File: src/rtl/plca_pkg.sv
// Shared PLCA types and constants used by the transmit delay line and its storage.
package plca_pkg;

    localparam int PLCA_DL_DEPTH_MAX = 128;

    // One delay-line slot, bit-packed as {txer, txen, txd[3:0]}.
    typedef struct packed {
        logic       txer;
        logic       txen;
        logic [3:0] txd;
    } plca_dl_entry_t;

    localparam plca_dl_entry_t PLCA_DL_IDLE = '{txer: 1'b0, txen: 1'b0, txd: 4'h0};

endpackage

File: src/rtl/plca_dl_ram.sv
// Single-write-port, asynchronous-read storage for the PLCA delay line.
import plca_pkg::*;

module plca_dl_ram #(
    parameter int DEPTH = PLCA_DL_DEPTH_MAX,
    parameter int AW    = 7
) (
    input  logic          clk,
    input  logic          i_we,
    input  logic [AW-1:0] i_waddr,
    input  logic [5:0]    i_wdata,
    input  logic [AW-1:0] i_raddr,
    output logic [5:0]    o_rdata
);

    // Contents are never reset so that a technology RAM can replace this array.
    logic [5:0] r_mem [DEPTH];

    always_ff @(posedge clk) begin
        if (i_we) begin
            r_mem[i_waddr] <= i_wdata;
        end
    end

    assign o_rdata = r_mem[i_raddr];

endmodule

File: src/rtl/plca_tx_delay_line.sv
// PLCA transmit delay line: buffers the MAC nibble stream on each mcd strobe and
// returns it delayed by 'a' strobes, with fill level and sticky overrun status.
import plca_pkg::*;

module plca_tx_delay_line #(
    parameter int DEPTH = 128,
    parameter int AW    = 7
) (
    input  logic       tx_clk,
    input  logic       plca_reset_n,
    input  logic       plca_reset,
    input  logic       mcd,
    input  logic [3:0] plca_txd,
    input  logic       plca_txen,
    input  logic       plca_txer,
    input  logic [6:0] a,
    input  logic [7:0] delay_line_length,
    output logic [3:0] plca_txdn_a,
    output logic       plca_txenn_a,
    output logic       plca_txern_a,
    output logic [7:0] fill,
    output logic       dl_overrun
);

    localparam logic [7:0] FILL_MAX = 8'(DEPTH - 1);

    logic [AW-1:0]  r_wrPtr;
    logic [7:0]     r_fill;
    logic           r_overrun;

    logic           w_we;
    logic           w_overrunHit;
    logic [AW-1:0]  w_rdAddr;
    logic [5:0]     w_rdRaw;
    plca_dl_entry_t w_inEntry;
    plca_dl_entry_t w_rdEntry;
    plca_dl_entry_t w_outEntry;

    // A synchronous PLCA reset on the same edge as mcd discards that write.
    assign w_we         = mcd && !plca_reset;
    assign w_inEntry    = '{txer: plca_txer, txen: plca_txen, txd: plca_txd};
    assign w_rdAddr     = r_wrPtr - AW'(a);
    assign w_rdEntry    = plca_dl_entry_t'(w_rdRaw);
    assign w_overrunHit = (8'(a) > delay_line_length) || (int'(a) > DEPTH - 1);

    plca_dl_ram #(
        .DEPTH (DEPTH),
        .AW    (AW)
    ) u_ram (
        .clk     (tx_clk),
        .i_we    (w_we),
        .i_waddr (r_wrPtr),
        .i_wdata (w_inEntry),
        .i_raddr (w_rdAddr),
        .o_rdata (w_rdRaw)
    );

    always_ff @(posedge tx_clk or negedge plca_reset_n) begin
        if (!plca_reset_n) begin
            r_wrPtr   <= '0;
            r_fill    <= '0;
            r_overrun <= 1'b0;
        end else if (plca_reset) begin
            r_wrPtr   <= '0;
            r_fill    <= '0;
            r_overrun <= 1'b0;
        end else if (mcd) begin
            r_wrPtr <= r_wrPtr + 1'b1;
            if (r_fill < FILL_MAX) begin
                r_fill <= r_fill + 8'd1;
            end
            if (w_overrunHit) begin
                r_overrun <= 1'b1;
            end
        end
    end

    // Delays beyond what has been written since reset read as IDLE rather than stale data.
    always_comb begin
        w_outEntry = PLCA_DL_IDLE;
        if (a == 7'd0) begin
            w_outEntry = w_inEntry;
        end else if (8'(a) <= r_fill) begin
            w_outEntry = w_rdEntry;
        end
    end

    assign plca_txdn_a  = w_outEntry.txd;
    assign plca_txenn_a = w_outEntry.txen;
    assign plca_txern_a = w_outEntry.txer;
    assign fill         = r_fill;
    assign dl_overrun   = r_overrun;

endmodule

File: config.mk
export PLATFORM = sky130hd
export DESIGN_NAME = plca_tx_delay_line
export DESIGN_NICKNAME = d
export VERILOG_FILES = /design/src/rtl/plca_pkg.sv /design/src/rtl/plca_dl_ram.sv /design/src/rtl/plca_tx_delay_line.sv
export SDC_FILE = /design/constraint.sdc
export NUM_CORES = 1
export LEC_CHECK = 0
export ABC_CLOCK_PERIOD_IN_PS = 11890
export BUFFER_PORTS_ARGS = -buffer_cell sky130_fd_sc_hd__buf_4
export CAP_MARGIN = 25
export CELL_PAD_IN_SITES_DETAIL_PLACEMENT = 0
export CELL_PAD_IN_SITES_GLOBAL_PLACEMENT = 1
export CORE_UTILIZATION = 25
export CTS_CLUSTER_SIZE = 24
export DETAILED_ROUTE_END_ITERATION = 12
export PLACE_DENSITY = 0.53
export RECOVER_POWER = 100
export SLEW_MARGIN = 10
export SYNTH_ARGS = -nofsm -noshare
export SYNTH_HDL_FRONTEND = slang
export SYNTH_SLANG_ARGS = --single-unit
File: constraint.sdc
create_clock -name tx_clk -period 11.89 [get_ports tx_clk]
set_input_delay 0 -clock tx_clk [delete_from_list [all_inputs] [get_ports tx_clk]]
set_output_delay 0 -clock tx_clk [all_outputs]
set_load 0.02 [all_outputs]
After elaboration in Yosys (flattened, before gate mapping) --
Memory sizes are Yosys's and may differ from the RTL's. Cells that the tools add are included. W data, S select, Z words.
Word-level totals: memories 1, RAM bits 768, bits in registers 16, input bits 25, output and inout bits 15
Operators by class: add/sub/neg operators 3, reductions and logical operators 8, order comparisons 3, muxes and demuxes 12
Memories:
- u_ram.r_mem | depth 128, width 6, read ports 1, clocked after Yosys merged registers in 0, wr ports 1, line plca_dl_ram.sv:17 | logic [5:0] r_mem [DEPTH];
Operators by type and width (count):
- $mux W8 | 3
- $mux W7 | 2
- $mux W6 | 2
- $add A8 B1 Y8 const B | 1
- $gt A7 B8 Y1 | 1
- $le A7 B8 Y1 | 1
- $lt A8 B7 Y1 const B | 1
- $add A7 B1 Y7 const B | 1
- $logic_not A7 Y1 | 1
- $sub A7 B7 Y7 | 1
- $reduce_bool A2 Y1 | 3
- $mux W1 | 5
- $reduce_and A2 Y1 | 2
- $logic_and A1 B1 Y1 | 1
- $logic_not A1 Y1 | 1

Longest topological paths before layout --
depth after elaboration 4, gate-level depth with buffers 14

By module --
From an unflattened synthesis, not the netlist that was laid out.
Unflattened totals: cells, all modules 1440, area, all modules 31350.1 um^2
By module, submodules not included:
- plca_dl_ram | area each 29803.6 um^2, cells an instance 1265, times used 1
- plca_tx_delay_line | area each 1546.5 um^2, cells an instance 175, times used 1

Worst setup path before layout --
No wires, ideal clock.
path kind reg2out, from register r_wrPtr[0], to output port plca_txenn_a, required time 11890 ps, slack 8013 ps, path buffers 3, arrival time 3877 ps, cell stages (with the launch flop) 15, cell sequence dfrtp_1 clkbuf_1 inv_1 ha_1 fa_1 xnor2_1 buf_2 buf_2 mux4_2 mux2i_1 nor2_1 o21ai_0 o21ai_0 a221o_1 a22o_1
Between the ends: word-level cells in the longest chain between the ends 4
Ends and longest elaborated chain:
- from (decl) | line plca_tx_delay_line.sv:27 | logic [AW-1:0] r_wrPtr;
- from (signal assigned) | line plca_tx_delay_line.sv:68 | r_wrPtr <= r_wrPtr + 1'b1;
- $sub A7 B7 Y7 | line plca_tx_delay_line.sv:42 | assign w_rdAddr = r_wrPtr - AW'(a);
- $mem_v2 Z128 W6
- $mux W6 | line plca_tx_delay_line.sv:83 | end else if (8'(a) <= r_fill) begin
- $mux W6 | line plca_tx_delay_line.sv:81 | if (a == 7'd0) begin
- to (decl) | line plca_tx_delay_line.sv:19 | output logic plca_txenn_a,
Every way passes these cells.

Worst setup path after layout --
Same ends and word-level chain as after synthesis.

==> impl_results.md <==
* Total global routing track utilization at 0.1251
* Critical path startpoint category: flip-flop
* DR pass1 iterations at 7
* Fraction of synthesized cell area taken by the top area cell type at 0.7361
* Relative slew slack at -1.650
* CP max FO at between 50 and 60
* Die Ht at 356.0 µm
* Detailed-route DRC error count at 0
* TritonCTS clock tree: built
* Number of slew-limit violations in the final report at about 920
* Post-layout instance area at roughly 0.036 mm²
* Number of endpoints with negative hold slack in the final report at 0
* Max-Cap Viols at 19
* Antenna fix cells at 0
* Worst min path class: in -> reg
* Period utilization at 0.6668
* Initial Util at 0.2528
* Vias in the first global route at around 16,000
* Fin worst setup slack at just under 4 ns
* Layout Cells excl Fill at between 3,000 and 4,000
* Clock Skew at 0.04234 ns
* Cell type with the largest total area after synthesis: edfxtp_1
* Clock Sinks at just under 800
* Clock Power Share at 0.397
* Status: finished, violations left
* Total gr overflow at 0
* Layout cells sized above 1 at 0.2310
* Clock-pin transition on the worst setup and hold timing paths at ~0.06 ns
* Cell area reported after detailed placement at around 0.034 mm²
* Core region area at 0.1240 mm²
* Fraction of registers with async set/reset at 0.02041
* Worst EP required at around 12 ns
* Slew at the pin closest to its max-slew limit at about 4 ns
* Switching share of power at 0.2404
* Setup TNS at 0 ns
* Number of antenna violations at the first check in global routing at 2
* Largest net degree at the start of global routing at 95
* Total vias in the final route at between 15,000 and 20,000
* Max Fclk at roughly 0.13 GHz
* Post-CTS setup-driven buffer insertion count at 0
* Netlist area before placement at about 0.031 mm²
* Synth-to-layout area growth at 15.86%
* Wire length of the first global-routing pass at around 120,000 µm
* Type of destination of the critical path: output port
* Arrival time of data at the critical path endpoint at approximately 8 ns
* Switching component of the power at roughly 1.5 mW
* Clock tree root buffer cell: clkbuf_16
* Number of synthesized flops with an enable pin at 768
* Ys flop type: edfxtp_1
* Post-synthesis sequential element count at slightly below 800
* Total power at about 6.4 mW
* Register area share after synthesis at 0.7489
* Min cycle time layout at 7.928 ns
* RSZ-0062 raised after global routing: false
* Cell-internal power at slightly below 5 mW
* Number of input and output port buffers inserted at 39
* Most frequent cells in the layout: edfxtp_1 (768), mux4_2 (232), nor2_1 (153)
* Syn. warnings at 0
* Combinational Power Share at 0.124
* Ports placed on the boundary at 40
* Synthesized area divided by synthesized cell count at 20.71 µm²
* Inserted Clock Buffers at 86
* Maximum VDD drop at about 0.11 mV
* Final number of setup-violating endpoints at 0
* Later-pin clock latency in the skew report at approximately 0.67 ns
* Most area-consuming cells after synthesis: edfxtp_1 (74%), mux4_2 (17%), nor2_1 (1.8%)
* CTS H-tree depth at 3
* Routed wire length at ~80,000 µm
* Die width at about 360 µm
* Class of the most critical setup path: reg -> out
* Cells resized by post-CTS repair at 0
* Power density over the cells at ~180 mW/mm²
* Total die area at ~0.13 mm²
* WL per Instance at 23.89 µm
* Leakage power at roughly 11 nW
* Number of DRC violations after detailed-routing iteration 0 at 1,476
* Buffer levels on the longest clock path at 3
* Post-DP HPWL at approximately 47,000 µm
* Routed vias/inst at about 4.6
* Number of cell rows at around 130
* Netlist cell types at 43
* Count of antenna-violating nets left after detailed routing at 0
* # placed instances at roughly 3,100
* Dpl ws at roughly 6.6 ns
* Syn Nets at between 1,500 and 2,000
* Nets@finish at roughly 1,700
* Post-synthesis cell count at between 1,500 and 2,000
* Violations in the final reports: capacitance limit, slew limit
* GP Congestion at around 0.76
* Most common cell after layout, fill and taps aside: edfxtp_1
* Part of the total power dissipated in sequential elements at 0.479
## power groups by stage
stage               sequential (mW)  combinational (mW)  clock, mW
finish                         3.05               0.786       2.53
global route                   3.05               0.844       2.69
CTS                            3.04               0.803       2.59
detailed placement             3.10               0.797          0
global placement               3.10               0.793          0
floorplan                      3.10               0.515          0
## sequential cells by signal, summed over array words and instances, names as in the netlist
register     count
r_wrPtr          7
u_ram.r_mem    768
dl_overrun       1
fill             8
## critical path, cell delays in order, from the launching register on
cell and delay (ns):
dfrtp_1 0.55, inv_1 0.17, ha_4 0.19, fa_4 1.34, clkbuf_1 2.69, mux4_2 0.67, mux2i_1 0.13, mux2i_1 0.17
nor2_1 0.06, a31oi_1 0.38, a221o_1 0.30, a22o_1 0.28, clkbuf_1 0.27
## synthesized netlist by cell type (12+ instances only)
cell and count:
ha_1 22, nand2_1 55, nor2b_1 12, edfxtp_1 768, nand3_1 18, clkbuf_1 50
mux2i_1 17, dfrtp_1 16, nor2_1 153, inv_1 23, mux4_2 232, buf_2 25
## cell families (layout without fill, tap and decap cells)
kind of cell,count (synthesis),in the layout,share of synthesized area
muxes,252,252,0.1733
and+or+nand+nor,279,279,0.03818
DFF,784,784,0.7489
AOI/OAI and AO/OA,60,60,0.01342
adders and majority gates,23,23,0.009424
xor gates and xnor gates,13,13,0.003634
buffers and inverters,102,256,0.01322
## timing repair
action / 4_1_cts / 5_1_grt
hold buffers: 15 / 0
setup endpoints to repair: 0 / 0
endpoints found under the hold margin: 332 / 0
## through the flow
stage / hold WS, ns / utilization
final: 0.2410 / 0.2928
after global routing: 0.2560 / 0.2928
after CTS: 0.2045 / 0.2941
after detailed placement: -0.1143 / 0.2714
after global placement: -0.1183 / 0.2713
after floorplan: -0.2956 / -
## routing by layer
layer  part of all wire  vias to the layer above  global-route usage
met3              0.057                       98             0.02627
met5                  0                        -                   0
met2               0.47                      435              0.1927
li1                   -                     6435                   -
met1               0.46                     8268              0.1789
met4              0.018                        0             0.03167
## final cells by class
| type | count | area (µm²) |
|---|---|---|
| Inverter | 23 | 86.33 |
| Fill cell | 12146 | 87660 |
| Tap cell | 1637 | 2048 |
| Sequential cell | 784 | 23460 |
| Clock buffer | 102 | 2255 |
| Clock inverter | 47 | 401.6 |
| Timing Repair Buffer | 84 | 551.8 |
| Multi-Input combinational cell | 627 | 7496 |
## final timing paths
| kind | from | endpoint | slack, ns | depth (start not counted) |
|---|---|---|---|---|
| hold reg to reg | fill[7] | fill[7] | 0.60 | 2 |
| max in group asynchronous | plca_reset_n | r_wrPtr[2] | 10.77 | 3 |
| hold / removal | plca_reset | r_wrPtr[4] | 0.24 | 3 |
| setup reg to reg | r_wrPtr[2] | u_ram.r_mem[67][2] | 8.25 | 3 |
| min in group asynchronous | plca_reset_n | r_wrPtr[5] | 0.60 | 3 |
| setup / recovery | r_wrPtr[0] | plca_txenn_a | 3.96 | 12 |
(Power assumes the default switching activity.)
